**config.mk**
```make
export PLATFORM = sky130hd
export DESIGN_NAME = exe_track_pipe
export DESIGN_NICKNAME = d
export VERILOG_FILES = /design/src/rtl/exe_pkg.sv /design/src/rtl/exe_fwd_mux.sv /design/src/rtl/exe_track_pipe.sv
export SDC_FILE = /design/constraint.sdc
export NUM_CORES = 1
export LEC_CHECK = 0
export CAP_MARGIN = 20
export CORE_AREA = 3 3 106 183
export CTS_CLUSTER_SIZE = 16
export DETAILED_ROUTE_END_ITERATION = 10
export DIE_AREA = 0 0 109 186
export HOLD_SLACK_MARGIN = 0.02
export PLACE_DENSITY = 0.87
export SLEW_MARGIN = 20
export SYNTH_ARGS = -nofsm -noshare
export SYNTH_HDL_FRONTEND = slang
export SYNTH_SLANG_ARGS = --single-unit
```
**constraint.sdc**
```tcl
create_clock -name clk -period 2.1 [get_ports clk]
set_input_delay 0.63 -clock clk [delete_from_list [all_inputs] [get_ports clk]]
set_output_delay 0.63 -clock clk [all_outputs]
set_load 0.05 [all_outputs]
```
**src/rtl/exe_pkg.sv**
```systemverilog
// Shared types and constants for the execute-stage tracking pipeline.
// Stage metadata is kept separate from the XLEN-wide result so the struct stays width-agnostic.
package exe_pkg;

    localparam int unsigned EXE_DEPTH = 3;

    localparam logic [1:0] OP_ALU = 2'b00;
    localparam logic [1:0] OP_MEM = 2'b01;
    localparam logic [1:0] OP_MUL = 2'b10;

    typedef struct packed {
        logic       valid;
        logic [4:0] rd;
        logic       reg_write;
        logic [1:0] op_type;
        logic       ltype;
    } stage_meta_t;

    localparam stage_meta_t BUBBLE = '0;

    // Reserved encoding 2'b11 behaves exactly like an ALU op.
    function automatic logic [1:0] norm_op(input logic [1:0] op);
        return (op == 2'b11) ? OP_ALU : op;
    endfunction

endpackage

```
**src/rtl/exe_fwd_mux.sv**
```systemverilog
// 4:1 operand forwarding mux: register file or one of the three execute stages.
module exe_fwd_mux #(
    parameter int unsigned Width = 32
) (
    input  logic [1:0]       sel_i,
    input  logic [Width-1:0] rf_i,
    input  logic [Width-1:0] e1_i,
    input  logic [Width-1:0] e2_i,
    input  logic [Width-1:0] e3_i,
    output logic [Width-1:0] out_o
);

    always_comb begin
        out_o = rf_i;
        unique case (sel_i)
            2'd0: out_o = rf_i;
            2'd1: out_o = e1_i;
            2'd2: out_o = e2_i;
            2'd3: out_o = e3_i;
            default: out_o = rf_i;
        endcase
    end

endmodule

```
**src/rtl/exe_track_pipe.sv**
```systemverilog
// Three-stage execute tracking pipeline: in-flight metadata for hazard detection,
// operand forwarding into E1, and writeback of the E3 result.
module exe_track_pipe
    import exe_pkg::*;
#(
    parameter int unsigned XLEN = 32
) (
    input  logic            clk,
    input  logic            rst_n,
    input  logic            valid_ID,
    input  logic [4:0]      rdAddr_ID,
    input  logic            regWrite_ID,
    input  logic [1:0]      op_type_ID,
    input  logic            ltype_ID,
    input  logic [XLEN-1:0] rs1Data_ID,
    input  logic [XLEN-1:0] rs2Data_ID,
    input  logic            stall,
    input  logic            reg_DE_flush,
    input  logic [1:0]      forward_ctrl_A,
    input  logic [1:0]      forward_ctrl_B,
    input  logic [XLEN-1:0] alu_res_E1,
    input  logic [XLEN-1:0] lsu_rdata_E2,
    input  logic [XLEN-1:0] mul_res_E3,
    output logic [14:0]     rdAddr_out_EXE,
    output logic [2:0]      regWrite_out_EXE,
    output logic [5:0]      op_type_out_EXE,
    output logic [2:0]      ltype_out_EXE,
    output logic [XLEN-1:0] opA_E1,
    output logic [XLEN-1:0] opB_E1,
    output logic            wb_en,
    output logic [4:0]      wb_rd,
    output logic [XLEN-1:0] wb_data
);

    stage_meta_t e1_q, e2_q, e3_q, e1_d;
    // E1's result lives on alu_res_E1, so only E2/E3 need a stored result.
    logic [XLEN-1:0] res_e2_q, res_e3_q, res_e2_d;
    logic [XLEN-1:0] opa_q, opb_q;
    logic [XLEN-1:0] val_e2, val_e3, fwd_a, fwd_b;
    logic            e1_load;

    always_comb begin
        e1_load = valid_ID & ~stall & ~reg_DE_flush;
        e1_d    = BUBBLE;
        if (e1_load) begin
            e1_d.valid     = 1'b1;
            e1_d.rd        = rdAddr_ID;
            e1_d.reg_write = regWrite_ID & valid_ID;
            e1_d.op_type   = norm_op(op_type_ID);
            e1_d.ltype     = ltype_ID;
        end
    end

    always_comb begin
        val_e2 = ((e2_q.op_type == OP_MEM) && e2_q.ltype) ? lsu_rdata_E2 : res_e2_q;
        val_e3 = (e3_q.op_type == OP_MUL) ? mul_res_E3 : res_e3_q;
        // Bubbles carry a zero result so downstream stages stay all-zero.
        res_e2_d = e1_q.valid ? alu_res_E1 : '0;
    end

    exe_fwd_mux #(
        .Width (XLEN)
    ) u_fwd_a (
        .sel_i (forward_ctrl_A),
        .rf_i  (rs1Data_ID),
        .e1_i  (alu_res_E1),
        .e2_i  (val_e2),
        .e3_i  (val_e3),
        .out_o (fwd_a)
    );

    exe_fwd_mux #(
        .Width (XLEN)
    ) u_fwd_b (
        .sel_i (forward_ctrl_B),
        .rf_i  (rs2Data_ID),
        .e1_i  (alu_res_E1),
        .e2_i  (val_e2),
        .e3_i  (val_e3),
        .out_o (fwd_b)
    );

    always_ff @(posedge clk or negedge rst_n) begin
        if (!rst_n) begin
            e1_q     <= BUBBLE;
            e2_q     <= BUBBLE;
            e3_q     <= BUBBLE;
            res_e2_q <= '0;
            res_e3_q <= '0;
            opa_q    <= '0;
            opb_q    <= '0;
        end else begin
            e3_q     <= e2_q;
            e2_q     <= e1_q;
            e1_q     <= e1_d;
            res_e3_q <= val_e2;
            res_e2_q <= res_e2_d;
            if (e1_load) begin
                opa_q <= fwd_a;
                opb_q <= fwd_b;
            end
        end
    end

    always_comb begin
        rdAddr_out_EXE   = {e3_q.rd, e2_q.rd, e1_q.rd};
        regWrite_out_EXE = {e3_q.reg_write, e2_q.reg_write, e1_q.reg_write};
        op_type_out_EXE  = {e3_q.op_type, e2_q.op_type, e1_q.op_type};
        ltype_out_EXE    = {e3_q.ltype, e2_q.ltype, e1_q.ltype};
        opA_E1           = opa_q;
        opB_E1           = opb_q;
        wb_en            = e3_q.valid & e3_q.reg_write & (e3_q.rd != 5'd0);
        wb_rd            = e3_q.rd;
        wb_data          = val_e3;
    end

endmodule
```
* Word level (Yosys, flattened, before mapping) *
Cells that the tools add are included.

word-level totals
  bits in registers = 158
  input bits = 178

cells by class
  reductions and logical operators = 4
  equality and inequality tests = 9
  bitwise operators = 7
  muxes and demuxes = 7

operator list
  kind                count
  $pmux 32 s4         2
  $mux 32             3
  $eq 2x2->1 const B  6
  $mux 10             1
  $eq 2x1->1 const B  3
  $and 1x1->1         5
  $reduce_bool 5->1   1
  $logic_not 2->1     2
  $mux 2              1
  $not 1->1           2
  $logic_and 1x1->1   1

* Depth between registers and ports, before layout *
Gate-level depths: netlist of run 1.

  word-level depth = 4
  depth in mapped cells = 7

* By module *
From an unflattened synthesis of run 1, not the netlist that was laid out.

unflattened totals
  cells, all modules = 460
  area, all modules = 8005.2 µm²

modules (own cells, without submodules)
  module          times used  area each (µm²)  cells each
  exe_track_pipe  1           6376.1           382
  exe_fwd_mux     2           814.5            39

* Worst setup path after synthesis of run 1 *
Ideal clock, no wire load.

  path type = reg-to-output
  from = reg e3_q (netlist bit op_type_out_EXE[4])
  to = out wb_data[0]
  cell stages (with the launch flop) = 7
  setup slack = -21 ps
  path buffers = 3
  arrival time = 1491 ps
  cells stage by stage = dfrtp_1 -> nor2b_4 -> buf_6 -> buf_4 -> buf_4 -> mux2i_1 -> inv_1

between the ends
  word-level cells in the longest chain between the ends = 2

RTL lines
  item                    line                  text
  from (decl)             exe_track_pipe.sv:35  stage_meta_t e1_q, e2_q, e3_q, e1_d;
  from (signal assigned)  exe_track_pipe.sv:93  e3_q <= e2_q;
  $eq 2x2->1              exe_track_pipe.sv:56  val_e3 = (e3_q.op_type == OP_MUL) ? mul_res_E3 : res_e3_q;
  $mux 32                 exe_track_pipe.sv:56
  to (decl)               exe_track_pipe.sv:32  output logic [XLEN-1:0] wb_data

Every way passes these cells.

* Final worst setup path of run 1 *
  from = reg e3_q (netlist bit op_type_out_EXE[4])
  to = out wb_data[10]

Same word-level chain as after synthesis.

==> results of run 1 <==
==> critical path, delay by kind of cell, from the launching register on <==
| kind | cells | cell delay [ps] |
|---|---|---|
| buffers and inverters | 4 | 550 |
| DFF | 1 | 410 |
| muxes | 1 | 290 |
| and+or+nand+nor | 1 | 140 |
==> report_power, final <==
part           switching [mW]  internal (mW)
logic                    1.53           1.00
registers               0.160           3.29
clock network            1.33           1.68
total                    3.02           5.97
==> metrics by stage <==
| stage | power [mW] | setup WS [ps] | cell area [µm²] | utilization [%] | hold slack, ps |
|---|---|---|---|---|---|
| global route | 9.32 | -413 | 12300 | 67.8 | 111 |
| global placement | 5.94 | -96.2 | 11400 | 63.0 | 336 |
| detailed placement | 5.99 | -149 | 11400 | 63.0 | 354 |
| finish | 8.99 | -350 | 12300 | 67.8 | 102 |
| CTS | 9.01 | -343 | 12100 | 66.8 | 97.5 |
| floorplan | 4.83 | 23.7 | 7870 | - | 331 |
==> cell usage in the layout (no fill, tap or decap), types with 2 or more instances in the layout <==
master and instances:
sky130_fd_sc_hd__o21ai_0 42, sky130_fd_sc_hd__nand2_1 104, sky130_fd_sc_hd__clkdlybuf4s50_1 172, sky130_fd_sc_hd__dfrtp_1 158
sky130_fd_sc_hd__clkinvlp_4 5, sky130_fd_sc_hd__nand2b_1 2, sky130_fd_sc_hd__clkbuf_16 19, sky130_fd_sc_hd__mux2_2 39
sky130_fd_sc_hd__and2_1 39, sky130_fd_sc_hd__a22o_1 42, sky130_fd_sc_hd__nor3b_1 2, sky130_fd_sc_hd__o221ai_1 18
sky130_fd_sc_hd__inv_2 22, sky130_fd_sc_hd__o211ai_1 84, sky130_fd_sc_hd__mux2_4 19, sky130_fd_sc_hd__buf_4 154
sky130_fd_sc_hd__buf_6 3, sky130_fd_sc_hd__buf_12 44, sky130_fd_sc_hd__inv_6 5, sky130_fd_sc_hd__mux2i_2 11
sky130_fd_sc_hd__o21ai_1 18, sky130_fd_sc_hd__mux2_1 7, sky130_fd_sc_hd__mux2i_4 9, sky130_fd_sc_hd__buf_2 4
sky130_fd_sc_hd__nor2_2 4, sky130_fd_sc_hd__nor2_1 18, sky130_fd_sc_hd__mux4_2 4
==> cells by family (layout without fill, tap and decap cells) <==
group | after synthesis | after routing | synth area share, %
compound gates | 205 | 205 | 18.6
flops | 158 | 158 | 50.3
mux | 90 | 90 | 13.7
other cells | 0 | 1 | 0
simple gates | 173 | 173 | 10.1
buf+inv | 113 | 433 | 7.32
==> repair_timing <==
item,4_1_cts,5_1_grt
gates resized for setup,26,15
cloned,0,2
buffers inserted,2,5
endpoints found under the setup margin,34,33
==> flip-flops by register name, summed over array words and instances, names as in the netlist <==
name / cells
e1_q: 1
opB_E1: 32
res_e3_q: 32
res_e2_q: 32
e2_q: 1
wb_rd: 5
e3_q: 1
rdAddr_out_EXE: 10
op_type_out_EXE: 6
ltype_out_EXE: 3
opA_E1: 32
regWrite_out_EXE: 3
==> cell type report <==
| class | count | area [µm²] | share of cell area [%] |
|---|---|---|---|
| Multi-Input combinational cell | 468 | 3530 | 28.7 |
| Antenna cell | 1 | 2.50 | 0.0203 |
| Sequential cell | 158 | 3950 | 32.1 |
| Clock inverter | 13 | 128 | 1.04 |
| Inverter | 22 | 82.6 | 0.671 |
| Timing Repair Buffer | 380 | 3870 | 31.5 |
| Tap cell | 234 | 293 | 2.38 |
| Clock buffer | 18 | 439 | 3.57 |
==> synthesized netlist by cell type (all sizes together), types with 2 or more instances <==
library cell | n | area [µm²]
mux2i | 21 | 210
inv | 22 | 82.6
mux4 | 4 | 90.1
clkbuf | 40 | 150
nand2b | 2 | 12.5
nor3b | 2 | 15.0
mux2 | 65 | 777
and2 | 39 | 244
a22o | 42 | 368
o211ai | 84 | 631
nor2 | 22 | 82.6
o221ai | 18 | 158
buf | 51 | 343
o21ai | 60 | 300
nand2 | 104 | 390
dfrtp | 158 | 3950
==> per-layer routing <==
| metal | global-route usage, % | up-vias | wire (µm) |
|---|---|---|---|
| met5 | 0 | - | 27 |
| met4 | 17.0 | 4 | 1580 |
| met3 | 6.18 | 110 | 2110 |
| met2 | 48.8 | 406 | 15200 |
| met1 | 28.3 | 3519 | 9280 |
| li1 | - | 3229 | - |
==> how the worst max path moves through the flow <==
stage / from / end / slack [ps]
after CTS: op_type_out_EXE[4] / wb_data[31] / -340
final: op_type_out_EXE[4] / wb_data[10] / -350
after global routing: op_type_out_EXE[4] / wb_data[23] / -410
after global placement: valid_ID / opB_E1[16] / -100
after detailed placement: valid_ID / opA_E1[2] / -150
after floorplan: op_type_out_EXE[4] / wb_data[0] / 20
==> results list, run 1 <==
- Status: finished, violations left
* Final Net Count: 1225
- Fraction of final layout cells sized beyond drive strength 1: 33.1%
* Min Tclk post-route: 2450 ps
- For this configuration, the core starts out at a cell density of 43.4%.
* Relative max-transition margin: 57.7%
* Synthesized net count: 917
- Critical Path Most Common Cell: sky130_fd_sc_hd__buf_12
* CP max-delay cell: sky130_fd_sc_hd__dfrtp_1
- Largest incremental delay on the critical path: 410 ps
* Part of the Yosys area used for sequential elements: 50.3%
- Measured along the x axis, the die boundary spans 109 µm.
- Entering global routing, the biggest net connects 59 pins.
- Timing would allow up to 0.408 GHz.
- Max-cap violations in this run came to 0.
- Summing over every cut layer, the via total after detailed routing is 7268.
- Fin. max-slew vios: 0
* Tot GR Track Use: 27.3%
- Of the available clock period, the critical path in the final layout requires 117%.
- Measured in cells, the most critical reg-to-reg path has a length of 7.
- In this run the critical register-to-register path is captured at opA_E1[25].
- Worst Setup Path Type: flop to output pin
- Number of synthesized register bits: 158
* Final routed DRC violation total: 0
- Core region area: 18100 µm²
- Final setup margin: -350 ps
- For the final database, setup skew stands at 11.3 ps.
* Main flop type after synthesis: sky130_fd_sc_hd__dfrtp_1
- Global route overflow: 0
- DIE AREA: 20300 µm²
- Num Clock Sinks: 158
- Yosys printed 0 warnings.
- Total wirelength of the detailed-routed design: 28200 µm
* 1st-iter DRT viols: 329
- The later pin in the worst-skew pair is clocked with a latency of 420 ps.
* Routability cong.: 0.885
- Setup repair after global routing could not meet its margin everywhere.
- Async set or reset register ratio after synthesis: 100%
- Count of endpoints failing hold in the final timing report: 0
- Dividing the detail-routed wire length by the instance count gives 21.8 µm.
* Leakage power: 5.62 nW
* Clock-pin slew on the worst setup and hold paths: 70 ps
* Cell-by-cell listing of the critical path: nor2b_4 -> buf_12 -> buf_12 -> mux2i_2 -> inv_2 -> buf_12
* Finish-stage setup viols: 34
* Iteration count of the initial detailed-routing pass: 4
* Longest Clk Path Bufs: 2
* Power density over the cells: 731 nW/µm²
* Inst Count DP: 1253
- Mean cell area of the mapped netlist: 10.6 µm²
- Cell chosen for the clock root: sky130_fd_sc_hd__clkbuf_16
* Hold/Removal Path Class: primary input to async pin
- Buffers inserted to repair hold after CTS numbered 0.
- Count of cell types in the netlist: 28
- Gate count of the mapped netlist: 739
- The worst setup path is launched from a flop.
- The initialized floorplan defines 65 standard-cell rows.
* Count of pins on the block boundary: 307
- In this run the worst path has a maximum fanout of 8.
* Via count of the first global-routing pass: 7825
* CTS tree: built
- Worst-Margin Slew: 635 ps
- In the routed layout, each cell is associated on average with a via count of 5.62.
* Total clock buffers created by CTS: 17
- Number of levels the H-tree was split into: 4
- The checks that failed: negative setup slack.
- For flop-to-flop paths, the worst setup slack is -90 ps.
- Number of filler instances in the final layout: 1315
* Antenna violations before repair: 3
* Worst EP required: 1470 ps
* Launching point of the worst reg2reg path: op_type_out_EXE[4]
- Number of antenna-violating nets in the routed design: 0
- From bottom edge to top edge, the die measures 186 µm.
- Number of enable flip-flop cells after synthesis: 0
* Data arrival time at the worst-slack endpoint: 1820 ps
- Signed area change from the synthesized netlist to the final layout: 56.4%
* Area of the mapped netlist: 7870 µm²
- Across the VDD grid, the largest voltage drop is 441 µV.
* Final Instance Count excl. Fillers: 1294
- The HPWL after detailed placement is 20400 µm.
- The worst setup path is captured at an output pin.
- Setup total negative slack on the finished layout was measured at -10440 ps.
- IO Port Bufs: 306
* Wire length of the first global-routing pass: 41600 µm
Note: power is estimated with default switching activity, not from simulation.
==> inputs of run 2 (changes only) <==
--- a/config.mk
+++ b/config.mk
@@ -7,6 +7,7 @@
 export LEC_CHECK = 0
 export CAP_MARGIN = 20
 export CORE_AREA = 3 3 106 183
+export CTS_CLUSTER_DIAMETER = 40
 export CTS_CLUSTER_SIZE = 16
 export DETAILED_ROUTE_END_ITERATION = 10
 export DIE_AREA = 0 0 109 186
==> results of run 2 <==
Final layout, timing and power as in run 1 (identical DEF).
